--- src/rtl/mc_control.sv ---
`default_nettype none
// ============================================================================
// Module      : mc_control
// Description : Multi-cycle processor controller with a bus-ack watchdog and
//               trap handling. Define MC_CONTROL_MDU_EN for multiply/divide sequencing.
// Revision    : 1.0 - initial release
// ============================================================================
module mc_control #(
    parameter int ACK_TIMEOUT = 255,
    parameter int MDU_CYCLES  = 32
) (
    input  logic       i_clk,
    input  logic       i_rst,
    input  logic [5:0] i_con_instru,
    input  logic [5:0] i_con_funct,
    input  logic       i_con_memack,
    input  logic       i_con_trapclr,
    output logic       o_con_regdst,
    output logic       o_con_alusrc,
    output logic       o_con_ifsign,
    output logic [5:0] o_con_aluop,
    output logic [1:0] o_con_loadsig,
    output logic       o_con_memread,
    output logic       o_con_memwrite,
    output logic       o_con_memtoreg,
    output logic       o_con_regwrite,
    output logic       o_con_memreq,
    output logic       o_con_irwrite,
    output logic       o_con_pcwrite,
    output logic       o_con_pcwritecond,
    output logic       o_con_bne,
    output logic [2:0] o_con_state,
    output logic       o_con_busy,
    output logic       o_con_trap,
    output logic [1:0] o_con_cause
);

    typedef enum logic [2:0] {
        S_IDLE   = 3'd0,
        S_FETCH  = 3'd1,
        S_DECODE = 3'd2,
        S_EXEC   = 3'd3,
        S_MEM    = 3'd4,
        S_WB     = 3'd5,
        S_MDU    = 3'd6,
        S_TRAP   = 3'd7
    } state_t;

    localparam logic [15:0] c_ack_last = 16'(ACK_TIMEOUT - 1);

    state_t      r_state;
    logic [5:0]  r_opcode;
    logic [15:0] r_wait;
    logic [1:0]  r_cause;

    logic w_in_legal;
    logic w_legal;
    logic w_rtype, w_alui, w_load, w_store, w_jump, w_beq, w_bne;
    logic w_dec_en;

`ifdef MC_CONTROL_MDU_EN
    localparam logic [7:0] c_mdu_last = 8'(MDU_CYCLES - 1);
    logic [5:0] r_funct;
    logic [7:0] r_mdu;
    logic       w_mdu_op;
    assign w_mdu_op = w_rtype && (r_funct inside {6'b011000, 6'b011001, 6'b011010, 6'b011011});
`endif

    // Legality is judged on the live opcode while in DECODE.
    assign w_in_legal = (i_con_instru inside {6'b000000, 6'b001000, 6'b001001, 6'b001100,
                                              6'b001101, 6'b001110, 6'b001010, 6'b001111,
                                              6'b100011, 6'b100100, 6'b100101, 6'b000010,
                                              6'b000100, 6'b000101})
                     || (i_con_instru[5:3] == 3'b101);
`ifdef MC_CONTROL_MDU_EN
    assign w_legal = w_in_legal;
`else
    assign w_legal = w_in_legal && !((i_con_instru == 6'b000000) &&
                     (i_con_funct inside {6'b011000, 6'b011001, 6'b011010, 6'b011011}));
`endif

    assign w_rtype = (r_opcode == 6'b000000);
    assign w_alui  = (r_opcode[5:3] == 3'b001);
    assign w_load  = (r_opcode inside {6'b100011, 6'b100100, 6'b100101});
    assign w_store = (r_opcode[5:3] == 3'b101);
    assign w_jump  = (r_opcode == 6'b000010);
    assign w_beq   = (r_opcode == 6'b000100);
    assign w_bne   = (r_opcode == 6'b000101);

    always_ff @(posedge i_clk or posedge i_rst) begin
        if (i_rst) begin
            r_state  <= S_IDLE;
            r_opcode <= '0;
            r_wait   <= '0;
            r_cause  <= 2'b00;
`ifdef MC_CONTROL_MDU_EN
            r_funct  <= '0;
            r_mdu    <= '0;
`endif
        end else begin
            // The wait counter only survives while FETCH or MEM keeps waiting.
            r_wait <= '0;
            case (r_state)
                S_IDLE: r_state <= S_FETCH;
                S_FETCH: begin
                    if (i_con_memack) begin
                        r_state <= S_DECODE;
                    end else if (r_wait == c_ack_last) begin
                        r_state <= S_TRAP;
                        r_cause <= 2'b10;
                    end else begin
                        r_wait <= r_wait + 16'd1;
                    end
                end
                S_DECODE: begin
                    r_opcode <= i_con_instru;
`ifdef MC_CONTROL_MDU_EN
                    r_funct  <= i_con_funct;
`endif
                    if (w_legal) begin
                        r_state <= S_EXEC;
                    end else begin
                        r_state <= S_TRAP;
                        r_cause <= 2'b01;
                    end
                end
                S_EXEC: begin
                    if (w_load || w_store) begin
                        r_state <= S_MEM;
                    end else if (w_jump || w_beq || w_bne) begin
                        r_state <= S_FETCH;
`ifdef MC_CONTROL_MDU_EN
                    end else if (w_mdu_op) begin
                        r_state <= S_MDU;
                        r_mdu   <= '0;
`endif
                    end else begin
                        r_state <= S_WB;
                    end
                end
                S_MEM: begin
                    if (i_con_memack) begin
                        r_state <= w_load ? S_WB : S_FETCH;
                    end else if (r_wait == c_ack_last) begin
                        r_state <= S_TRAP;
                        r_cause <= 2'b10;
                    end else begin
                        r_wait <= r_wait + 16'd1;
                    end
                end
                S_WB: r_state <= S_FETCH;
`ifdef MC_CONTROL_MDU_EN
                S_MDU: begin
                    if (r_mdu == c_mdu_last) begin
                        r_state <= S_FETCH;
                    end else begin
                        r_mdu <= r_mdu + 8'd1;
                    end
                end
`endif
                S_TRAP: begin
                    if (i_con_trapclr) begin
                        r_state <= S_FETCH;
                        r_cause <= 2'b00;
                    end
                end
                default: r_state <= S_IDLE;
            endcase
        end
    end

    assign w_dec_en = (r_state == S_EXEC) || (r_state == S_MEM) ||
                      (r_state == S_WB)   || (r_state == S_MDU);

    always_comb begin
        o_con_regdst      = 1'b0;
        o_con_alusrc      = 1'b0;
        o_con_ifsign      = 1'b0;
        o_con_aluop       = 6'b000000;
        o_con_loadsig     = 2'b00;
        o_con_memread     = 1'b0;
        o_con_memwrite    = 1'b0;
        o_con_memtoreg    = 1'b0;
        o_con_regwrite    = 1'b0;
        o_con_memreq      = 1'b0;
        o_con_irwrite     = 1'b0;
        o_con_pcwrite     = 1'b0;
        o_con_pcwritecond = 1'b0;
        o_con_bne         = 1'b0;
        if (w_dec_en) begin
            o_con_regdst = w_rtype;
            o_con_alusrc = w_alui || w_load || w_store;
            o_con_ifsign = (r_opcode == 6'b001000);
            case (r_opcode)
                6'b000000:            o_con_aluop = 6'b000010;
                6'b001000, 6'b001001: o_con_aluop = 6'b000011;
                6'b001100:            o_con_aluop = 6'b000111;
                6'b001101:            o_con_aluop = 6'b001011;
                6'b001110:            o_con_aluop = 6'b001111;
                6'b001010:            o_con_aluop = 6'b011011;
                6'b001111:            o_con_aluop = 6'b011111;
                6'b000010, 6'b000100, 6'b000101: o_con_aluop = 6'b000001;
                default:              o_con_aluop = 6'b000000;
            endcase
            if (r_opcode == 6'b100100)      o_con_loadsig = 2'b10;
            else if (r_opcode == 6'b100101) o_con_loadsig = 2'b01;
        end
        case (r_state)
            S_FETCH: begin
                o_con_memreq  = 1'b1;
                o_con_memread = 1'b1;
                o_con_irwrite = i_con_memack;
                o_con_pcwrite = i_con_memack;
            end
            S_EXEC: begin
                o_con_pcwrite     = w_jump;
                o_con_pcwritecond = w_beq || w_bne;
                o_con_bne         = w_bne;
            end
            S_MEM: begin
                o_con_memreq   = 1'b1;
                o_con_memread  = w_load;
                o_con_memwrite = w_store;
            end
            S_WB: begin
                o_con_regwrite = 1'b1;
                o_con_memtoreg = w_load;
            end
            default: ;
        endcase
    end

    assign o_con_state = r_state;
    assign o_con_busy  = (r_state != S_IDLE) && (r_state != S_TRAP);
    assign o_con_trap  = (r_state == S_TRAP);
    assign o_con_cause = r_cause;

endmodule
`default_nettype wire

--- config.mk ---
export PLATFORM = sky130hd
export DESIGN_NAME = mc_control
export DESIGN_NICKNAME = d
export VERILOG_FILES = /design/src/rtl/mc_control.sv
export SDC_FILE = /design/constraint.sdc
export NUM_CORES = 1
export LEC_CHECK = 0
export ABC_AREA = 1
export CAP_MARGIN = 20
export CELL_PAD_IN_SITES_DETAIL_PLACEMENT = 1
export CELL_PAD_IN_SITES_GLOBAL_PLACEMENT = 1
export CORE_UTILIZATION = 25
export DETAILED_ROUTE_END_ITERATION = 10
export MAX_ROUTING_LAYER = met4
export PLACE_DENSITY_LB_ADDON = 0.1
export SYNTH_ARGS = -nofsm -noshare
export SYNTH_HDL_FRONTEND = slang
export SYNTH_SLANG_ARGS = --single-unit
--- constraint.sdc ---
create_clock -name i_clk -period 2.6 [get_ports i_clk]
set_clock_uncertainty 0.1 [all_clocks]
set_input_delay 0.39 -clock i_clk [delete_from_list [all_inputs] [get_ports i_clk]]
set_output_delay 0.39 -clock i_clk [all_outputs]
set_load 0.03 [all_outputs]
* Yosys cells after proc, flatten, opt, wreduce, memory -nomap -nowiden
Memories as Yosys holds them, arrays and structs flattened.
Index checks and enable logic that the tools add are counted.
** Operators by class
- Add/sub/neg operators :: 1
- Reduce and logical (&&, ||, !) cells :: 26
- Equality and inequality tests :: 40
- Mux-type cells :: 34
** Operators with widths (number)
- $eq 6x4->1 const B :: 8
- $mux 16 :: 3
- $eq 6x6->1 const B :: 6
- $eq 6x3->1 const B :: 4
- $eq 6x5->1 const B :: 4
- $mux 3 :: 8
- $eq 3x3->1 const B :: 6
- $pmux 3 s6 :: 1
- $add 16x1->16 const B :: 1
- $eq 16x8->1 const B :: 1
- $reduce_bool 14->1 :: 1
- $eq 6x2->1 const B :: 2
- $logic_not 6->1 :: 2
- $mux 2 :: 6
- $mux 6 :: 2
- $mux 1 :: 11
- $logic_or 1x1->1 :: 10
- $reduce_bool 3->1 :: 3
- $eq 3x1->1 const B :: 2
- $eq 3x2->1 const B :: 2
- $ne 2x2->1 const B :: 3
- $pmux 2 s3 :: 1
- $reduce_and 5->1 :: 1
- $pmux 1 s2 :: 2
- 8 further kinds :: 11
** Word-level totals
- Flip-flop bits (word level) :: 27
- Input port bits :: 16
- Output and inout port bits :: 27
- Memories :: 1
- ROM bits :: 80
- Word-level logic and storage cells :: 106
** Memory list
- (no name shown) :: depth 16, bits a word 5, rd ports 1, clocked after Yosys merged registers in 0, wr ports 0, RTL line 194 : case (r_opcode)

* Depth between registers and ports, before layout
- Depth in word-level cells :: 7
- Mapped depth :: 12
- Mapped depth without buffers :: 12

* Least setup slack after synthesis
OpenSTA, ideal clock, no wires.
- Path type :: register -> output
- Start point :: reg r_state[0] (netlist: o_con_state[0])
- End point :: out o_con_regdst
- Setup slack :: 0.120 ns
- Buffers on the path :: 0
- Data arrival time :: 1.990 ns
- Required time :: 2.110 ns
- Cell stages (with the launch flop) :: 7
- Path through :: dfrtp_1 nand2_1 nor2_2 inv_2 nand2_2 inv_1 nor4_1
** On the way
- Word-level cells in the longest chain between the ends :: 5
- Elaborated cells on any way between the ends :: 8
- Those cells by class :: eq/ne: 4; mux: 1; reduce/logical: 3
** RTL lines
- start, declared :: RTL line 51 : state_t r_state;
- start signal, assigned :: RTL line 143 : r_state <= w_load ? S_WB : S_FETCH;
- $eq 3x2->1 or $eq 3x3->1 (tied branches) :: RTL line 172 : assign w_dec_en = (r_state == S_EXEC) || (r_state == S_MEM) ||
- $logic_or 1x1->1 (2 in series) :: RTL line 172
- $logic_or 1x1->1 * :: RTL line 173 : (r_state == S_WB) || (r_state == S_MDU);
- $mux 1 * :: RTL line 190 : if (w_dec_en) begin
- end, declared :: RTL line 18 : output logic o_con_regdst,
Every way passes the cells marked *; elsewhere a longest branch is shown, timed or not.

* Final worst setup path
- Start point :: reg r_opcode[3]
- End point :: out o_con_pcwritecond
** On the way
- Word-level cells in the longest chain between the ends :: 3
- Elaborated cells on any way between the ends :: 4
- Those cells by class :: eq/ne: 2; mux: 1; reduce/logical: 1
** RTL lines
- start, declared :: RTL line 52 : logic [5:0] r_opcode;
- start signal, assigned :: RTL line 116 : r_opcode <= i_con_instru;
- $eq 6x3->1, on equally long branches :: RTL line 87, 88
- $logic_or 1x1->1 * :: RTL line 217 : o_con_pcwritecond = w_beq || w_bne;
- $mux 1 * :: RTL line 208 : case (r_state)
- end, declared :: RTL line 30 : output logic o_con_pcwritecond,
Marks and branches as above.

==> results by group <==
Run status
  • Status: finished, final reports clean

Drt
  • Drt total wl: approximately 5.0 mm
  • Via count: 1774
  • Antenna Violating Nets Remaining: 0
  • Via/cell ratio: between 4 and 5
  • Wire per inst: 13.4 um
  • Post-route DRC violation count: 0
  • DR iter-0 viols: 39
  • Drt pass-1 iters: 4

Global route
  • Total GRT Usage: 15.0%
  • Overflow after GRT: 0
  • Vias in the first global route: 1758
  • First-pass GRT wire length: ~8.3 mm
  • Antenna violations before repair: 0
  • Largest net degree at the start of global routing: 28

Placed design
  • GPL Wtd Cong: 0.766
  • Port Buffer Count: 39
  • Placed cell area: between 0.002 and 0.0025 mm^2
  • HPWL after DPL: 3.96 mm

Final layout
  • Nets: ~310
  • Share of layout cells above drive strength 1: between 10 and 15%
  • N_diodes: 0
  • Most frequent cells in the layout: nand2_1, nor2_1, inv_1, dfrtp_1, clkdlybuf4s50_1
  • Finished Cell Area: 0.00231 mm^2
  • Commonest non-fill, non-tap cell in the layout: nand2_1
  • Layout area overhead: 33.6%

Critical path
  • CP Capture Type: output pin
  • Setup CP Type: flip-flop to output pin
  • CP Data Arrival Time: 1.98 ns
  • Crit path launch type: flip-flop
  • CP max FO: 6
  • Data required, critical path: 2.11 ns

Clock tree
  • Clk slew on worst S/H paths: 0.11 ns
  • Post-CTS setup buffers: 0
  • Clk sinks: 27
  • Longest Clk Path Bufs: 2
  • Htree depth: 1
  • CTS tree: built
  • Root Buffer Master: clkbuf_8
  • Num CTS Buffers: 3
  • Clock latency on the worst-skew pair: ~0.28 ns

Logic synthesis
  • Cell area after synthesis: 0.00173 mm^2
  • Post-synth top area cell: dfrtp_1
  • Post-synthesis async set-or-reset flop share: 100%
  • Post-synth top area share: 39.0%
  • Mean Syn Cell Area: between 6 and 7 um^2
  • Synth area leaders: dfrtp_1, nand2_1, nor2_1
  • Most used DFF post-synth: dfrtp_1
  • EDFF count, synth: 0
  • Post-synth cell types: 31
  • Mapped Cells: 248
  • Yosys reg bits: 27
  • Synth warn: 0
  • Sequential element share of the synthesized area: between 30% and 40%
  • Synth Net Count: 266

Power
  • Leak: 1.19 nW
  • VDD IR max: 0.000347 V
  • PD cells: 890 mW/mm^2

Floorplanning
  • Row count: 29
  • Die footprint: ~0.0073 mm^2
  • Core box area: 0.00653 mm^2
  • Die Ht: 85.2 um
  • Ports: 43
  • Chip Width: 85.2 um
  • Starting Density: 26.5%

Flow run
  • Max Cap Violations: 0

STA
  • Pins Over Slew Limit: 0
  • RSZ-0062 raised after global routing: false
  • Setup violations, final: 0
  • Setup TNS: 0 ns
  • Period utilization: 94.8%
  • Final min period: between 2 and 2.5 ns
  • F_max: 406 MHz
  • Final Hold Viols: 0

Hold path
  • Worst hold path type: input pin to asynchronous set/reset pin
## cell usage after synthesis (2+ instances only)
library cell / count
dfrtp_1: 27
o21ai_0: 11
ha_1: 2
nor2_1: 40
inv_1: 27
xor2_1: 5
nand3_1: 16
o21ai_1: 3
nand2_2: 3
inv_2: 8
nand4_1: 5
nor2_4: 2
nand2_1: 59
nor3_2: 3
nor2_2: 3
a21oi_1: 8
a211oi_1: 2
nor3b_1: 4
nor3_1: 8
## power breakdown
part	internal [mW]	switching, mW	total [mW]
Sequential	0.510	0.0873	0.597
Clock	0.108	0.140	0.248
Combinational	0.426	0.786	1.21
## through the flow
step / hold WS, ns / power, mW / utilization [%] / instances / setup slack [ns]
2_1_floorplan: 0.343 / 1.38 / - / 248 / 0.120
3_3_place_gp: 0.371 / 1.82 / 34.3 / 367 / 0.262
3_5_place_dp: 0.376 / 1.83 / 34.3 / 367 / 0.286
4_1_cts: 0.387 / 2.09 / 35.0 / 371 / 0.00822
5_1_grt: 0.420 / 2.22 / 35.4 / 371 / 0.0166
6_report: 0.375 / 2.06 / 35.4 / 371 / 0.135
## cells by family after synthesis
logic type | share of synthesized area [%]
flops | 39.0
simple gates | 38.5
fa+ha+maj | 1.45
compound gates | 8.53
buf+inv | 9.18
xor+xnor | 3.04
other cells | 0.217
## final cells by class
class                      instances  area, um^2
multi-input combinational        182         900
tap                               77        96.3
clock inverter                     1        5.00
timing repair buffer              46         463
inverter                          35         131
clock buffer                       3        41.3
fill                             829        4220
sequential                        27         676
## critical path, cell delays in order (launching register included)
cell,delay [ns]
dfrtp_1,0.44
inv_2,0.13
nand2_1,0.06
nor2_1,0.16
nand2_1,0.14
nor2_1,0.11
clkdlybuf4s50_1,0.67
## worst paths after layout
kind,end,cells after the start,start,slack (ns)
worst min register to register,r_wait[0]$_DFF_PP0_,1,r_wait[0]$_DFF_PP0_,0.39
max in group asynchronous,r_opcode[4]$_DFFE_PP0P_,3,i_rst,1.74
worst max register to register,r_wait[3]$_DFF_PP0_,8,o_con_state[0]$_DFFE_PP0P_,0.79
worst min-delay path,r_wait[6]$_DFF_PP0_,3,i_rst,0.37
min in group i_clk,r_wait[0]$_DFF_PP0_,1,r_wait[0]$_DFF_PP0_,0.39
worst max-delay path,o_con_pcwritecond,6,r_opcode[3]$_DFFE_PP0P_,0.13
## routing by layer
| layer | share of wire (%) | GRT usage (%) |
|---|---|---|
| met4 | 0.68 | 3.70 |
| met3 | 2.4 | 1.65 |
| met1 | 48 | 18.7 |
| met5 | 0 | - |
| met2 | 49 | 25.8 |
## flip-flops by register name, summed over array words and instances (netlist names)
register,count
o_con_cause,2
o_con_state,3
r_opcode,6
r_wait,16
## what timing repair did
item	in CTS	in global routing
gates resized for setup	3	10
hold buffers	0	0
cloned	0	0
endpoints found under the setup margin	4	10
(Power assumes the default switching activity.)
